### src/rtl/tcdm_rr_arbiter.sv
// Round-robin arbiter sharing one TCDM slave port between N_REQ masters.
// An in-order ID FIFO routes each memory response back to the requester that issued it.
module tcdm_rr_arbiter #(
    parameter int N_REQ      = 4,
    parameter int FIFO_DEPTH = 4,
    parameter int AW         = 32,
    parameter int DW         = 32
) (
    input  logic                  clk_i,
    input  logic                  rst_i,
    input  logic [N_REQ-1:0]      in_req_i,
    input  logic [N_REQ*AW-1:0]   in_add_i,
    input  logic [N_REQ-1:0]      in_wen_i,
    input  logic [N_REQ*DW/8-1:0] in_be_i,
    input  logic [N_REQ*DW-1:0]   in_data_i,
    output logic [N_REQ-1:0]      in_gnt_o,
    output logic [N_REQ*DW-1:0]   in_r_data_o,
    output logic [N_REQ-1:0]      in_r_valid_o,
    output logic                  out_req_o,
    output logic [AW-1:0]         out_add_o,
    output logic                  out_wen_o,
    output logic [DW/8-1:0]       out_be_o,
    output logic [DW-1:0]         out_data_o,
    input  logic                  out_gnt_i,
    input  logic [DW-1:0]         out_r_data_i,
    input  logic                  out_r_valid_i,
    output logic [$clog2(FIFO_DEPTH+1)-1:0] occupancy_o,
    output logic                  err_o
);

    localparam int IW = (N_REQ > 1) ? $clog2(N_REQ) : 1;
    localparam int OW = $clog2(FIFO_DEPTH + 1);
    localparam int PW = (FIFO_DEPTH > 1) ? $clog2(FIFO_DEPTH) : 1;
    localparam int BW = DW / 8;

    logic [IW-1:0] ptr;
    logic [IW-1:0] winner;
    logic [IW-1:0] cand;
    logic          found;
    logic          full;
    logic          handshake;
    logic          pop;
    logic [IW-1:0] ids [0:(1<<PW)-1];
    logic [PW-1:0] wr_ptr;
    logic [PW-1:0] rd_ptr;
    logic [IW-1:0] head;
    logic [OW-1:0] occupancy;

    // Cyclic priority scan starting at ptr.
    always_comb begin
        winner = '0;
        cand   = '0;
        found  = 1'b0;
        for (int k = 0; k < N_REQ; k++) begin
            cand = IW'((int'(ptr) + k) % N_REQ);
            if (!found && in_req_i[cand]) begin
                found  = 1'b1;
                winner = cand;
            end
        end
    end

    // Full is taken from registered occupancy, so a same-cycle pop does not unblock.
    assign full      = (occupancy == OW'(FIFO_DEPTH));
    assign out_req_o = (|in_req_i) & ~full & ~rst_i;
    assign handshake = out_req_o & out_gnt_i;
    assign pop       = out_r_valid_i & (occupancy != '0);
    assign head      = ids[rd_ptr];
    assign occupancy_o = occupancy;

    always_comb begin
        out_add_o    = '0;
        out_wen_o    = 1'b0;
        out_be_o     = '0;
        out_data_o   = '0;
        in_gnt_o     = '0;
        in_r_valid_o = '0;
        in_r_data_o  = '0;
        for (int k = 0; k < N_REQ; k++) begin
            if (out_req_o && winner == IW'(k)) begin
                out_add_o  = in_add_i[k*AW +: AW];
                out_wen_o  = in_wen_i[k];
                out_be_o   = in_be_i[k*BW +: BW];
                out_data_o = in_data_i[k*DW +: DW];
                in_gnt_o[k] = out_gnt_i;
            end
            if (pop && head == IW'(k)) begin
                in_r_valid_o[k]          = 1'b1;
                in_r_data_o[k*DW +: DW]  = out_r_data_i;
            end
        end
    end

    always_ff @(posedge clk_i or posedge rst_i) begin
        if (rst_i) begin
            ptr <= '0;
        end else if (handshake) begin
            ptr <= (winner == IW'(N_REQ - 1)) ? '0 : winner + 1'b1;
        end
    end

    always_ff @(posedge clk_i or posedge rst_i) begin
        if (rst_i) begin
            wr_ptr    <= '0;
            rd_ptr    <= '0;
            occupancy <= '0;
            err_o     <= 1'b0;
        end else begin
            if (handshake) begin
                wr_ptr <= (wr_ptr == PW'(FIFO_DEPTH - 1)) ? '0 : wr_ptr + 1'b1;
            end
            if (pop) begin
                rd_ptr <= (rd_ptr == PW'(FIFO_DEPTH - 1)) ? '0 : rd_ptr + 1'b1;
            end
            if (handshake && !pop) begin
                occupancy <= occupancy + 1'b1;
            end else if (pop && !handshake) begin
                occupancy <= occupancy - 1'b1;
            end
            // A response with nothing outstanding can never be routed; flag it until reset.
            if (out_r_valid_i && occupancy == '0) begin
                err_o <= 1'b1;
            end
        end
    end

    // ID storage carries no reset; entries are only read once written.
    always_ff @(posedge clk_i) begin
        if (handshake) begin
            ids[wr_ptr] <= winner;
        end
    end

endmodule

### config.mk
export PLATFORM = sky130hd
export DESIGN_NAME = tcdm_rr_arbiter
export DESIGN_NICKNAME = d
export VERILOG_FILES = /design/src/rtl/tcdm_rr_arbiter.sv
export SDC_FILE = /design/constraint.sdc
export NUM_CORES = 1
export LEC_CHECK = 0
export ABC_AREA = 1
export CORE_AREA = 2 2 202 204
export DETAILED_ROUTE_END_ITERATION = 16
export DIE_AREA = 0 0 204 206
export SLEW_MARGIN = 20
export SYNTH_ARGS = -nofsm -noshare
export SYNTH_HDL_FRONTEND = slang
export SYNTH_SLANG_ARGS = --single-unit
### constraint.sdc
create_clock -name clk_i -period 2.7 [get_ports clk_i]
set_input_delay 0.54 -clock clk_i [delete_from_list [all_inputs] [get_ports clk_i]]
set_output_delay 0.54 -clock clk_i [all_outputs]
set_load 0.05 [all_outputs]
# After elaboration in Yosys (flattened, before gate mapping)
# Memories as Yosys holds them, arrays and structs flattened.
# Cells that the tools add are included.
[totals]
register_bits = 10
mem_bits_rw = 8
in_bits = 316
output_inout_bits = 210
wordCells = 108
memories = 1
[classes]
addsub = 8
order_cmp = 4
eq_ne = 9
mux = 50
n_bitwise = 6
n_reduce_logical = 25
[memory_table]
columns = ["memory", "depth", "word_bits", "rd", "rd_ports_with_merged_regs", "wr", "line_no", "text"]
rows = [
  ["ids", 4, 2, 1, 0, 1, "43", "logic [IW-1:0] ids [0:(1<<PW)-1];"],
]
[ops]
columns = ["cell", "count"]
rows = [
  ["$mux 32", 12],
  ["$mux 1", 21],
  ["$mux 4", 4],
  ["$logic_and 1x1->1", 14],
  ["$mux 2", 7],
  ["$eq 2x2->1 const B", 6],
  ["$lt 2x3->1 const B", 4],
  ["$add 2x1->2 const B", 4],
  ["$bmux 1 s2", 4],
  ["$mux 3", 2],
  ["$logic_not 1->1", 5],
  ["$add 2x2->2 const B", 2],
  ["$and 1x1->1", 4],
  ["$eq 2x1->1 const B", 2],
  ["$logic_not 2->1", 2],
  ["$reduce_or 4->1", 1],
  ["$add 3x1->3 const B", 1],
  ["$eq 3x3->1 const B", 1],
  ["$logic_not 3->1", 1],
  ["$reduce_bool 3->1", 1],
  ["$sub 3x1->3 const B", 1],
  ["$not 1->1", 2],
  ["$reduce_bool 2->1", 1],
]

# Depth between registers and ports, before layout
[depth]
ltp_word = 18
depth_mapped = 20
depth_no_buf = 17

# Worst setup path before layout
# OpenSTA, ideal clock, no wires.
[synth_timing]
path_kind = "in2out"
from = "input in_req_i[3]"
to = "output out_add_o[24]"
arrival_time_ns = 3.041
t_required_ns = 2.160
setup_slack_ns = -0.881
cell_stages = 14
path_buffers = 2
path_cell_list = "inv_1 -> nand2_1 -> nand3_1 -> nand2_1 -> nor2_2 -> nand4_1 -> nand2_1 -> ha_1 -> clkbuf_1 -> clkbuf_1 -> nand3_1 -> nand2_1 -> nand2_1 -> a21oi_1"
[synth_via]
elab_chain_len = 18
elab_cells_between_ends = 36
cone_classes = "eq/ne: 3; mux: 19; bitwise: 2; reduce/logical: 12"
[synth_rtl]
columns = ["element", "line_no", "text"]
rows = [
  ["start, declared", "11", "input logic [N_REQ-1:0] in_req_i,"],
  ["$bmux 1 s2", "56", "if (!found && in_req_i[cand]) begin"],
  ["$mux 1 (not written as such)", "56", ""],
  ["$mux 1", "56", ""],
  ["$logic_not 1->1", "56", ""],
  ["$logic_and 1x1->1", "56", ""],
  ["$mux 1", "56", ""],
  ["$logic_not 1->1", "56", ""],
  ["$logic_and 1x1->1", "56", ""],
  ["$mux 1", "56", ""],
  ["$logic_not 1->1", "56", ""],
  ["$logic_and 1x1->1", "56", ""],
  ["$mux 2 *", "56", ""],
  ["net winner[0]", "37", "logic [IW-1:0] winner;"],
  ["$logic_not 2->1", "80", "if (out_req_o && winner == IW'(k)) begin"],
  ["$logic_and 1x1->1", "80", ""],
  ["$mux 32 (3 in a row)", "80", ""],
  ["$mux 32 *", "80", ""],
  ["end, declared", "20", "output logic [AW-1:0] out_add_o,"],
]
# The timed path passes the listed nets; every way through them passes the cells marked *. The select of a mux whose other input is x is not followed.

# Worst setup path in the final report
[layout_timing]
from = "register ptr[0]"
to = "output out_add_o[12]"
[layout_via]
elab_chain_len = 18
elab_cells_between_ends = 36
cone_classes = "add/sub: 3; eq/ne: 3; mux: 19; reduce/logical: 11"
[layout_rtl]
columns = ["element", "line_no", "text"]
rows = [
  ["start, declared", "36", "logic [IW-1:0] ptr;"],
  ["start signal, assigned", "98", "ptr <= (winner == IW'(N_REQ - 1)) ? '0 : winner + 1'b1;"],
  ["parallel branches: the longest is 11 deep, another holds $add 2x1->2", "-", ""],
  ["$mux 2 *", "56", ""],
  ["net winner[1]", "37", ""],
  ["$logic_not 2->1", "80", ""],
  ["$logic_and 1x1->1", "80", ""],
  ["$mux 32 (3 in a row)", "80", ""],
  ["$mux 32 *", "80", ""],
]
# Mark *: on every way through the listed nets, which the timed path passes. The select of a mux whose other input is x is not followed.

==> results.tsv <==
metric	value	unit
outcome	finished, violations left	
failing checks	setup timing	
startpoint types	register	
Setup TNS	-48.87	ns
final period utilization	127	%
Synth cell types	30	
final-report hold violation count	0	
Post-Route WL	37900	um
first-pass GRT wire length	52500	um
Ant. Diodes	0	
largest net degree at the start of global routing	40	
first-iteration detailed-routing DRC count	354	
worst-path maximum fanout	6	
core area	0.0402	mm2
share of layout cells above drive strength 1	42.5	%
initial antenna violation count	2	
post-synth top area share	21.4	%
kind of critical path	reg -> out	
# IOs	526	
number of global-route vias before repair	8983	
CP Cell Sequence	buf_8, inv_8, nand2_2, nand2_2, buf_6, nand2_1, nand2_2, nand3_2, buf_6, a21oi_4, ha_2, inv_2, nor2_4, buf_12, buf_12, clkbuf_16, a21oi_2, a21oi_4, buf_6	
Fill cells	4017	
critical path required time	2.16	ns
clk buf depth	2	
Fmax achieved	291	MHz
HPWL Detailed	28900	um
Area contributors post-synth	nor2_1, nand3_1, nand2_1, a21oi_1, inv_1	
RSZ-0062 raised after global routing	true	
#FFs+latches synth	18	
count of final max-slew check failures	0	
1st-pass router iterations	4	
gr ovfl total	0	
mapped cell area	0.00491	mm2
post-synth net total	1352	
Total Routing Usage GR	16.2	%
worst skew pair latency	0.25	ns
Worst path slowest cell	dfrtp_2	
Die ar.	0.0420	mm2
CTS Hold Bufs	0	
Die Span Y	206	um
Final Worst Setup Slack	-0.742	ns
DR WL/cell	17.7	um
Worst Path Arrival	2.90	ns
Root Buffer	clkbuf_16	
worst hold-check path type	reg -> reg	
placer congestion estimate	0.883	
sequential fraction of the synthesis area	9.98	%
Cells after Synth	1025	
Setup violations, final	73	
Synth Warn #	0	
Core Rows	74	
Initial Utilization	12.2	%
Sinks on Clock Net	18	
Rel. slew slack	66.7	%
via count	9068	
Slew @ Worst Pin	0.498	ns
max-cap viol count	0	
CP Capture Type	output port	
# DRC	0	
H-tree Lvls	1	
Final Net Count	1935	
die width	204	um
largest area contributor in the netlist	nor2_1	
Antenna Violating Nets Remaining	0	
area grow syn2layout	221	%
crit path time final	3.44	ns
Syn Area/Cell	4.79	um2
CTS tree	yes	
WHS	0.477	ns
drt via density	4.24	
clk_skew	0.00240	ns
Clk pin slew, worst setup/hold paths	0.05	ns
Port Buf Inserts	525	
slowest stage delay, CP	0.41	ns
TritonCTS Buffers	3	
==> final timing paths <==
check | from | endpoint | slack [ns] | cells after the start
hold reg to reg | err_o$_DFFE_PP0P_ | err_o$_DFFE_PP0P_ | 0.48 | 1
hold / removal | err_o$_DFFE_PP0P_ | err_o$_DFFE_PP0P_ | 0.48 | 1
min in group asynchronous | rst_i | occupancy_o[2]$_DFFE_PP0P_ | 0.67 | 2
setup / recovery | ptr[0]$_DFFE_PP0P_ | out_add_o[12] | -0.74 | 19
setup reg to reg | occupancy_o[0]$_DFFE_PP0P_ | occupancy_o[1]$_DFFE_PP0P_ | 0.56 | 9
max in group asynchronous | rst_i | ptr[0]$_DFFE_PP0P_ | 1.72 | 2
==> through the flow <==
step                instance area, um2  utilization, %  setup slack, ns  cells
finish                           15800            39.2           -0.742   2139
global route                     15800            39.2           -0.874   2139
CTS                              15200            37.7           -0.713   2129
detailed placement               13800            34.3            -1.11   2094
global placement                 13800            34.3            -1.13   2094
floorplan                         6090               -           -0.194   1025
==> area by class of cell <==
type / instances / area (um2) / share of cell area [%]
clock buffer: 3 / 75.1 / 0.476
inverter: 134 / 524 / 3.33
sequential: 18 / 493 / 3.13
tap: 532 / 666 / 4.22
timing repair buffer: 657 / 8670 / 55.0
multi-input combinational: 794 / 5330 / 33.8
clock inverter: 1 / 3.75 / 0.0238
==> synth_stat cells <==
cell      instances
a32o_1            1
o21ai_1           3
buf_2            21
mux2_2            1
nor2_4            2
fa_1              1
nor2_2            3
nand4_1           2
a32oi_1           1
o21ai_0           5
nand2_4           1
edfxtp_1          8
inv_2            13
xor2_1            1
inv_1           120
dfrtp_1          10
xnor2_1           1
buf_1            13
buf_4            13
nor2_1          280
a31o_2            1
clkbuf_1         31
nand3_1         148
nand2_1         190
buf_6             1
a31oi_1           1
clkinv_1          1
a21oi_1         141
a21oi_4           1
ha_1             10
==> critical path: cells and delay by family (launching register included) <==
| family | cells | cell delay [ns] |
|---|---|---|
| buf+inv | 9 | 1.12 |
| simple gates | 6 | 0.54 |
| flops | 1 | 0.41 |
| compound gates | 3 | 0.39 |
| fa+ha+maj | 1 | 0.19 |
==> what timing repair did <==
action                                  4_1_cts  5_1_grt
endpoints found under the setup margin       73       75
pin swaps                                    34       34
resized for setup                           243      118
setup buffers                                24        3
cloned                                        9       10
==> registers in the layout (all words and copies together), names as in the netlist <==
| register | count |
|---|---|
| rd_ptr | 2 |
| occupancy_o | 3 |
| err_o | 1 |
| ids | 8 |
| wr_ptr | 2 |
| ptr | 2 |
==> cells in the final DEF (no fill, tap or decap), types with 5 or more instances in the layout <==
| master | Yosys | layout |
|---|---|---|
| clkdlybuf4s50_1 | 0 | 315 |
| nor2_1 | 280 | 197 |
| buf_12 | 0 | 179 |
| nand3_1 | 148 | 142 |
| inv_1 | 120 | 115 |
| nand2_1 | 190 | 106 |
| a21oi_4 | 1 | 79 |
| nand2_2 | 0 | 77 |
| buf_6 | 1 | 66 |
| buf_4 | 13 | 59 |
| nor2_2 | 3 | 53 |
| a21oi_2 | 0 | 53 |
| nor2_4 | 2 | 35 |
| buf_8 | 0 | 15 |
| inv_2 | 13 | 13 |
| clkbuf_16 | 0 | 12 |
| a21oi_1 | 141 | 10 |
| buf_16 | 0 | 9 |
| nand2_4 | 1 | 8 |
| dfrtp_1 | 10 | 8 |
| edfxtp_1 | 8 | 8 |
| ha_1 | 10 | 6 |
| o21ai_0 | 5 | 5 |
| nand3_2 | 0 | 5 |
==> kinds of logic after synthesis <==
kind of cell / synth area share, %
DFF: 9.98
AOI/OAI and AO/OA: 16.2
xor gates and xnor gates: 0.357
adders and majority gates: 2.95
buffers and inverters: 18.0
muxes: 0.229
and+or+nand+nor: 52.3
==> routing by layer <==
metal  global-route usage [%]  wire length (um)  up-vias
li1                         -                 -     4375
met1                     17.6             13700     4200
met2                     31.7             20200      439
met3                     3.01              2960       52
met4                     4.35              1040        2
met5                        0                 9        -
Power is not shown: default switching activity piles up to over one toggle a cycle in this logic, so the estimate is an artifact.
